### src/rtl/press_pulse_stretcher_pkg.sv
// -----------------------------------------------------------------------------
// press_pulse_stretcher_pkg
//   Shared definitions for the press pulse stretcher:
//   - state_t : FSM state encoding (ST_IDLE, ST_HOLD, ST_GAP)
//   - DEFAULT_HOLD_CYCLES / DEFAULT_GAP_CYCLES : 10 ms at 100 MHz, the same
//     figures the button debouncer uses, so emulated presses look like real
//     ones to the debounce path.
// -----------------------------------------------------------------------------
package press_pulse_stretcher_pkg;

  typedef enum logic [1:0] {
    ST_IDLE = 2'd0,
    ST_HOLD = 2'd1,
    ST_GAP  = 2'd2
  } state_t;

  localparam int DEFAULT_HOLD_CYCLES = 1_000_000;
  localparam int DEFAULT_GAP_CYCLES  = 1_000_000;
  localparam int DEFAULT_PEND_W      = 4;

endpackage

### src/rtl/press_pulse_stretcher.sv
// -----------------------------------------------------------------------------
// press_pulse_stretcher
//   Turns single-cycle press events into a button-like waveform: o_level high
//   for HOLD_CYCLES, then low for at least GAP_CYCLES. Presses that arrive
//   while a pulse is in progress are queued in a saturating counter.
//
// Ports
//   i_clk        system clock
//   i_rst        synchronous reset, active-high, dominates all inputs
//   i_press      press event; each cycle it is high counts as one event
//   o_level      stretched button level (high in HOLD)
//   o_busy       high in HOLD or GAP
//   o_pending    queued events not yet started
//   o_overflow   one-cycle pulse: an event was dropped (queue full)
//   o_dbg_state  current FSM state (state_t encoding), for debug/checkers
//
// Event semantics: i_press has no back-pressure. Every cycle it is high is
// either started immediately, queued, or (queue full) dropped with
// o_overflow flagged on the following cycle.
// -----------------------------------------------------------------------------
module press_pulse_stretcher
  import press_pulse_stretcher_pkg::*;
#(
  parameter int HOLD_CYCLES = DEFAULT_HOLD_CYCLES,
  parameter int GAP_CYCLES  = DEFAULT_GAP_CYCLES,
  parameter int PEND_W      = DEFAULT_PEND_W
) (
  input  logic              i_clk,
  input  logic              i_rst,
  input  logic              i_press,
  output logic              o_level,
  output logic              o_busy,
  output logic [PEND_W-1:0] o_pending,
  output logic              o_overflow,
  output logic [1:0]        o_dbg_state
);

  localparam int MAX_CYC = (HOLD_CYCLES > GAP_CYCLES) ? HOLD_CYCLES : GAP_CYCLES;
  localparam int TW      = $clog2(MAX_CYC + 1);

  localparam logic [TW-1:0]     HOLD_LAST = TW'(HOLD_CYCLES - 1);
  localparam logic [TW-1:0]     GAP_LAST  = TW'(GAP_CYCLES - 1);
  localparam logic [PEND_W-1:0] PEND_MAX  = '1;

  state_t              r_state;
  logic [TW-1:0]       r_timer;
  logic [PEND_W-1:0]   r_pending;
  logic                r_level;
  logic                r_busy;
  logic                r_overflow;

  state_t              w_state_nxt;
  logic [TW-1:0]       w_timer_nxt;
  logic [PEND_W-1:0]   w_pend_nxt;
  logic                w_take_press;  // this cycle's i_press starts a pulse directly
  logic                w_take_pend;   // a queued event starts a pulse
  logic                w_add;         // i_press must go to the queue
  logic                w_drop;        // i_press lost because the queue is full

  // Next-state / timer decode
  always_comb begin
    w_state_nxt  = r_state;
    w_timer_nxt  = r_timer;
    w_take_press = 1'b0;
    w_take_pend  = 1'b0;
    case (r_state)
      ST_IDLE: begin
        w_timer_nxt = '0;
        if (i_press) begin
          w_take_press = 1'b1;
          w_state_nxt  = ST_HOLD;
        end else if (r_pending != '0) begin
          w_take_pend  = 1'b1;
          w_state_nxt  = ST_HOLD;
        end
      end
      ST_HOLD: begin
        if (r_timer == HOLD_LAST) begin
          w_timer_nxt = '0;
          w_state_nxt = ST_GAP;
        end else begin
          w_timer_nxt = r_timer + TW'(1);
        end
      end
      ST_GAP: begin
        if (r_timer == GAP_LAST) begin
          w_timer_nxt = '0;
          // Older queued events go first so ordering is preserved.
          if (r_pending != '0) begin
            w_take_pend = 1'b1;
            w_state_nxt = ST_HOLD;
          end else if (i_press) begin
            w_take_press = 1'b1;
            w_state_nxt  = ST_HOLD;
          end else begin
            w_state_nxt = ST_IDLE;
          end
        end else begin
          w_timer_nxt = r_timer + TW'(1);
        end
      end
      default: begin
        w_state_nxt = ST_IDLE;
        w_timer_nxt = '0;
      end
    endcase
  end

  // Pending counter: enqueue and dequeue in the same cycle cancel out, so a
  // full queue can still accept a press on the cycle one entry is consumed.
  always_comb begin
    w_add      = i_press & ~w_take_press;
    w_drop     = w_add & ~w_take_pend & (r_pending == PEND_MAX);
    w_pend_nxt = r_pending;
    if (w_add && !w_take_pend && (r_pending != PEND_MAX)) begin
      w_pend_nxt = r_pending + PEND_W'(1);
    end else if (!w_add && w_take_pend) begin
      w_pend_nxt = r_pending - PEND_W'(1);
    end
  end

  always_ff @(posedge i_clk) begin
    if (i_rst) begin
      r_state    <= ST_IDLE;
      r_timer    <= '0;
      r_pending  <= '0;
      r_level    <= 1'b0;
      r_busy     <= 1'b0;
      r_overflow <= 1'b0;
    end else begin
      r_state    <= w_state_nxt;
      r_timer    <= w_timer_nxt;
      r_pending  <= w_pend_nxt;
      r_level    <= (w_state_nxt == ST_HOLD);
      r_busy     <= (w_state_nxt != ST_IDLE);
      r_overflow <= w_drop;
    end
  end

  assign o_level     = r_level;
  assign o_busy      = r_busy;
  assign o_pending   = r_pending;
  assign o_overflow  = r_overflow;
  assign o_dbg_state = r_state;

endmodule

### config.mk
export PLATFORM = sky130hd
export DESIGN_NAME = press_pulse_stretcher
export DESIGN_NICKNAME = d
export VERILOG_FILES = /design/src/rtl/press_pulse_stretcher_pkg.sv /design/src/rtl/press_pulse_stretcher.sv
export SDC_FILE = /design/constraint.sdc
export NUM_CORES = 1
export LEC_CHECK = 0
export BUFFER_PORTS_ARGS = -buffer_cell sky130_fd_sc_hd__buf_2
export CAP_MARGIN = 25
export CORE_ASPECT_RATIO = 0.7
export CORE_UTILIZATION = 40
export DETAILED_ROUTE_END_ITERATION = 6
export PLACE_DENSITY_LB_ADDON = 0.15
export SYNTH_ARGS = -nofsm -noshare
export SYNTH_HDL_FRONTEND = slang
export SYNTH_SLANG_ARGS = --single-unit
### constraint.sdc
create_clock -name i_clk -period 2.7 [get_ports i_clk]
set_clock_uncertainty 0.1 [all_clocks]
set_input_delay 0 -clock i_clk [delete_from_list [all_inputs] [get_ports i_clk]]
set_output_delay 0 -clock i_clk [all_outputs]
set_load 0.1 [all_outputs]
# Yosys cells after proc, flatten, opt, wreduce, memory -nomap -nowiden
# Index checks and enable logic that the tools add are counted.
word_totals:
  reg_bits: 29
  in_bits: 3
  out_inout_bits: 9
  word_cells: 49
classes:
  n_addsub: 3
  n_eq_ne: 6
  n_mux: 17
  bitwise: 6
  n_reduce_logical: 11
op_table:
  columns: ["op", "n"]
  rows:
  - ["$add A20 B1 Y20 const B", 1]
  - ["$eq A20 B20 Y1 const B", 1]
  - ["$mux W1", 8]
  - ["$mux W2", 4]
  - ["$mux W4", 2]
  - ["$pmux W2 S3", 1]
  - ["$add A4 B1 Y4 const B", 1]
  - ["$eq A2 B1 Y1 const B", 2]
  - ["$eq A4 B4 Y1 const B", 1]
  - ["$ne A4 B4 Y1 const B", 1]
  - ["$pmux W1 S2", 2]
  - ["$reduce_bool A2 Y1", 2]
  - ["$reduce_bool A4 Y1", 1]
  - ["$sub A4 B1 Y4 const B", 1]
  - ["$and A1 B1 Y1", 3]
  - ["$logic_and A1 B1 Y1", 3]
  - ["$not A1 Y1", 3]
  - ["$reduce_or A3 Y1", 1]
  - ["$eq A2 B2 Y1 const B", 1]
  - ["$logic_not A1 Y1", 2]
  - ["$logic_not A2 Y1", 1]
  - ["$reduce_or A2 Y1", 1]

# Logic depth before layout (Yosys ltp)
depth:
  word_depth: 10
  depth_mapped: 11
  depth_no_buf: 11

# Least setup slack after synthesis
# Ideal clock, no wire load.
synth_timing:
  path_kind: "register to register"
  startpoint: "reg r_state[0] (netlist: o_dbg_state[0])"
  endpoint: "reg r_pending[3] (netlist: o_pending[3])"
  setup_ns: 0.064
  arrival_time_ns: 3.049
  required_ns: 2.536
  setup_slack_ns: -0.513
  stages_incl_launch_ff: 11
  path_buffers: 0
  period_less_slack_ns: 3.213
  cell_sequence: "dfxtp_1 -> inv_1 -> ha_1 -> nand2b_1 -> nor2b_1 -> o21ai_4 -> ha_1 -> a21o_1 -> a21oi_1 -> or4b_1 -> nand4_1"
synth_between:
  elab_chain_cells: 7
  elab_cells_between_ends: 13
  classes_between: "eq/ne: 1; mux: 3; bitwise: 2; reduce/logical: 7"
synth_lines:
  columns: ["element", "line", "text"]
  rows:
  - ["start, declared", "press_pulse_stretcher.sv:45", "state_t r_state;"]
  - ["start signal, assigned", "press_pulse_stretcher.sv:131", "r_state <= w_state_nxt;"]
  - ["$eq A2 B2 Y1 / $logic_not A2 Y1 (equally long branches)", "press_pulse_stretcher.sv:66", "case (r_state)"]
  - ["$pmux W1 S2", "press_pulse_stretcher.sv:66", null]
  - ["$not A1 Y1", "press_pulse_stretcher.sv:112", "w_add = i_press & ~w_take_press;"]
  - ["$and A1 B1 Y1", "press_pulse_stretcher.sv:112", null]
  - ["$logic_and A1 B1 Y1 / $logic_not A1 Y1 (equally long branches)", "press_pulse_stretcher.sv:115, press_pulse_stretcher.sv:117", null]
  - ["$logic_and A1 B1 Y1 (on tied branches)", "press_pulse_stretcher.sv:115, press_pulse_stretcher.sv:117", null]
  - ["$mux W4 / $reduce_bool A2 Y1 (equally long branches)", null, null]
  - ["end signal, assigned", "press_pulse_stretcher.sv:133", "r_pending <= w_pend_nxt;"]
  - ["end, declared", "press_pulse_stretcher.sv:47", "logic [PEND_W-1:0] r_pending;"]
# Parallel ways exist; a longest one is shown, timed or not.
# A chain may end at the register's enable or synchronous reset.

# Worst setup path after layout
layout_timing:
  startpoint: "reg r_timer[0]"
  endpoint: "reg r_pending[3] (netlist: o_pending[3])"
layout_between:
  elab_chain_cells: 8
  elab_cells_between_ends: 14
  classes_between: "eq/ne: 1; mux: 5; bitwise: 2; reduce/logical: 6"
layout_lines:
  columns: ["element", "line", "text"]
  rows:
  - ["start, declared", "press_pulse_stretcher.sv:46", "logic [TW-1:0] r_timer;"]
  - ["start signal, assigned", "press_pulse_stretcher.sv:132", "r_timer <= w_timer_nxt;"]
  - ["$eq A20 B20 Y1 (*)", "press_pulse_stretcher.sv:86", "if (r_timer == GAP_LAST) begin"]
  - ["$mux W1", "press_pulse_stretcher.sv:86", null]
  - ["$pmux W1 S2", "press_pulse_stretcher.sv:66", null]
  - ["$not A1 Y1", "press_pulse_stretcher.sv:112", null]
  - ["$and A1 B1 Y1", "press_pulse_stretcher.sv:112", null]
  - ["$logic_and A1 B1 Y1 / $logic_not A1 Y1 (equally long branches)", "press_pulse_stretcher.sv:115, press_pulse_stretcher.sv:117", null]
  - ["$logic_and A1 B1 Y1 (on tied branches)", "press_pulse_stretcher.sv:115, press_pulse_stretcher.sv:117", null]
  - ["$mux W4 / $reduce_bool A2 Y1 (equally long branches)", null, null]
# Mark *: on every way between the ends. The rest lies on a longest branch, timed or not.

==> impl_metrics.ini <==
[final_layout]
fin_util = 0.491
layout-area-overhead-vs-synth_pct = 14.5
fin_nets = 190
n_antenna_cell = 0
drive_gt1_frac = 0.222
instances_no_fill = 230

[clocking]
postCtsSetupBuffers = 0
clockBufferDepth = 2
htree_levels = 2
insertion_delay_ns = 0.29
cts_tree = built
root_buffer = clkbuf_8
cts_sinks = 29
clkTransAtPathRegs_ns = 0.07
cts_buffers = 5

[global_route]
antenna_found_initial = 0
grt_pass1_wl_mm = 4.93
grt_pass1_vias = 1061
grt_usage = 0.161
grt_overflow = 0
grt_max_degree = 21

[logic_synthesis]
postSynth.asyncResetShare = 0
synth_top_cells_by_count = dfxtp_1 (29), nor2_1 (27), xor2_1 (13), nand3_1 (10), nand2_1 (9)
yosysTopAreaCell = dfxtp_1
synthMostInstantiatedCell = dfxtp_1
synth.avg_cell_area_um2 = 9.48
syn_nets = 174
syn-cell-area_um2 = 1550
synth_top_area_frac = 0.376
synth-seq-cells = 29
synth_cells = 163
ys.flop_type = dfxtp_1
synth_cell_type_count = 45
ys_warn_count = 0
synth_edf_count = 0
yosysSeqAreaShare = 0.376
synth_area_leaders = dfxtp_1 (38%), xor2_1 (7.4%), nor2_1 (6.6%)

[detailed_routing]
drc_errors = 0
vias_per_cell = 5.05
drt_first_iter_violations = 37
final_antenna_net_count = 0
vias = 1161
wl_per_cell_um = 12.4
firstDrtPassIters = 4
drt_wl_total_mm = 2.86

[outcome]
outcome = complete, no violations

[worst_setup_path]
crit_arrival_ns = 2.61
endpoint = o_pending[3]
critPathKind = reg2reg
startpoint = r_timer[0]
cp-start-kind = flip-flop
cp_slowest_cell = or4b_1
crit_chain = ha_1, and4_1, nand3_1, o21ai_4, ha_1, a21o_1, a21oi_2, or4b_1, nand4_1
critPathBufInv = 0
rrSetupSlack_ns = 0.21
worstPathMaxFanout = 6
r2r_start = r_timer[0]
required_ns = 2.83
crit_family = simple AND/OR/NAND/NOR gates
max_stage_delay_ns = 0.45
end_kind = flip-flop
cpMostUsedCell = ha_1
cp.depth = 9
r2r_end = o_pending[3]
r2r.worst_path.cells = 9

[sta]
fmax_mhz = 402
hold_violations = 0
rsz0062_at_grt = false
fin_tns_setup_ns = 0
relSlewSlack = 0.555
setup_viol = 0
maxSlewViolCount = 0
finalCriticalPeriod_ns = 2.49
finalCritPeriodShare = 0.921
setup_slack_ns = 0.213
tightestPinTransition_ns = 0.668
hold_ws_ns = 0.358

[die]
die_h_um = 54
core_um2 = 3600
dieArea_um2 = 4120
num_rows = 18
die_w_um = 76.3
io_pins = 12
start_util = 0.429

[placement]
hpwl_mm = 2.02
portBuffers = 11
place_congestion = 0.786
pre_cts_ws_ns = 0.136
dp.cells = 220

[flow_run]
max_cap_viol_count = 0

[pwr]
irDropWorstVdd_mv = 0.669
p_leak_nw = 0.676
p_per_area_nw_per_um2 = 884

[hold_path]
worstHoldPathType = reg2reg
==> power breakdown <==
part           switching (mW)  total [mW]  internal, mW  leakage (nW)
clock network           0.167       0.345         0.178        0.0450
logic                   0.482       0.677         0.195         0.393
registers              0.0590       0.543         0.484         0.238
==> what timing repair did <==
| action | 4_1_cts | 5_1_grt |
|---|---|---|
| setup endpoints to repair | 0 | 1 |
| hold buffers | 2 | 0 |
| gates resized for setup | 0 | 2 |
| hold endpoints to repair | 2 | 0 |
==> flip-flops by register name (all words and copies together), names as in the netlist <==
register and cells:
o_busy 1, o_level 1, o_pending 4, r_timer 20, o_overflow 1, o_dbg_state 2
==> worst min path at each step <==
stage	slack [ns]	cells past startpoint	endpoint	start
after floorplan	0.1	2	o_overflow	i_press
after global placement	0.26	2	o_dbg_state[1]	i_rst
after detailed placement	0.27	2	o_dbg_state[1]	i_rst
after CTS	0.37	1	r_timer[0]	r_timer[0]
after global routing	0.39	1	r_timer[0]	r_timer[0]
final	0.36	1	r_timer[0]	r_timer[0]
==> metrics by stage <==
step	instance area [um^2]	total power, mW
floorplan	1560	1.11
global placement	1660	1.21
detailed placement	1660	1.22
CTS	1760	1.57
global route	1770	1.66
finish	1770	1.56
==> placed cells by master (no fill, tap or decap), types with 2 or more instances in the layout <==
| cell type | Yosys | routed |
|---|---|---|
| nand2_1 | 9 | 9 |
| nor2b_1 | 4 | 3 |
| ha_1 | 7 | 7 |
| clkinv_2 | 0 | 2 |
| nor2_1 | 27 | 27 |
| clkbuf_8 | 0 | 5 |
| dfxtp_2 | 0 | 4 |
| dlygate4sd3_1 | 0 | 2 |
| xor2_1 | 13 | 13 |
| dfxtp_1 | 29 | 23 |
| and4_1 | 4 | 4 |
| nand3_1 | 10 | 10 |
| nor4_4 | 2 | 2 |
| inv_1 | 4 | 4 |
| nor3_1 | 2 | 2 |
| nand4_1 | 7 | 7 |
| dfxtp_4 | 0 | 2 |
| mux2_4 | 2 | 2 |
| buf_2 | 3 | 11 |
| xnor2_1 | 6 | 6 |
| nand2b_1 | 3 | 3 |
| and4b_1 | 2 | 2 |
==> cell families (layout without fill, tap and decap cells) <==
logic type                 Yosys count  count (layout)  synth area share
AOI/OAI and AO/OA                   14              14            0.0826
xor gates and xnor gates            19              19             0.108
adders and majority gates            8               8            0.0696
buffers and inverters                9              26            0.0243
DFF                                 29              29             0.376
muxes                                4               4            0.0332
and+or+nand+nor                     80              80             0.307
==> layout make-up <==
class / instances / area, um^2
fill: 353 / 1830
tap: 50 / 62.6
sequential: 29 / 593
clock inverter: 2 / 10.0
multi-input combinational: 125 / 933
clock buffer: 6 / 72.6
timing repair buffer: 14 / 82.6
inverter: 4 / 15.0
==> per-layer routing <==
layer  global-route usage  share of wire  vias up
met2                0.228           0.39       18
met3               0.0559          0.036        7
met4               0.0865          0.022        0
li1                     -              -      601
met5                    0              0        -
met1                0.214           0.55      535
==> worst reg2reg max path: stages, from the launching register on <==
cell and delay (ns):
dfxtp_1 0.37, ha_1 0.21, and4_1 0.23, nand3_1 0.12
o21ai_4 0.22, ha_1 0.27, a21o_1 0.19, a21oi_2 0.17
or4b_1 0.45, nand4_1 0.10
(Power assumes the default switching activity.)
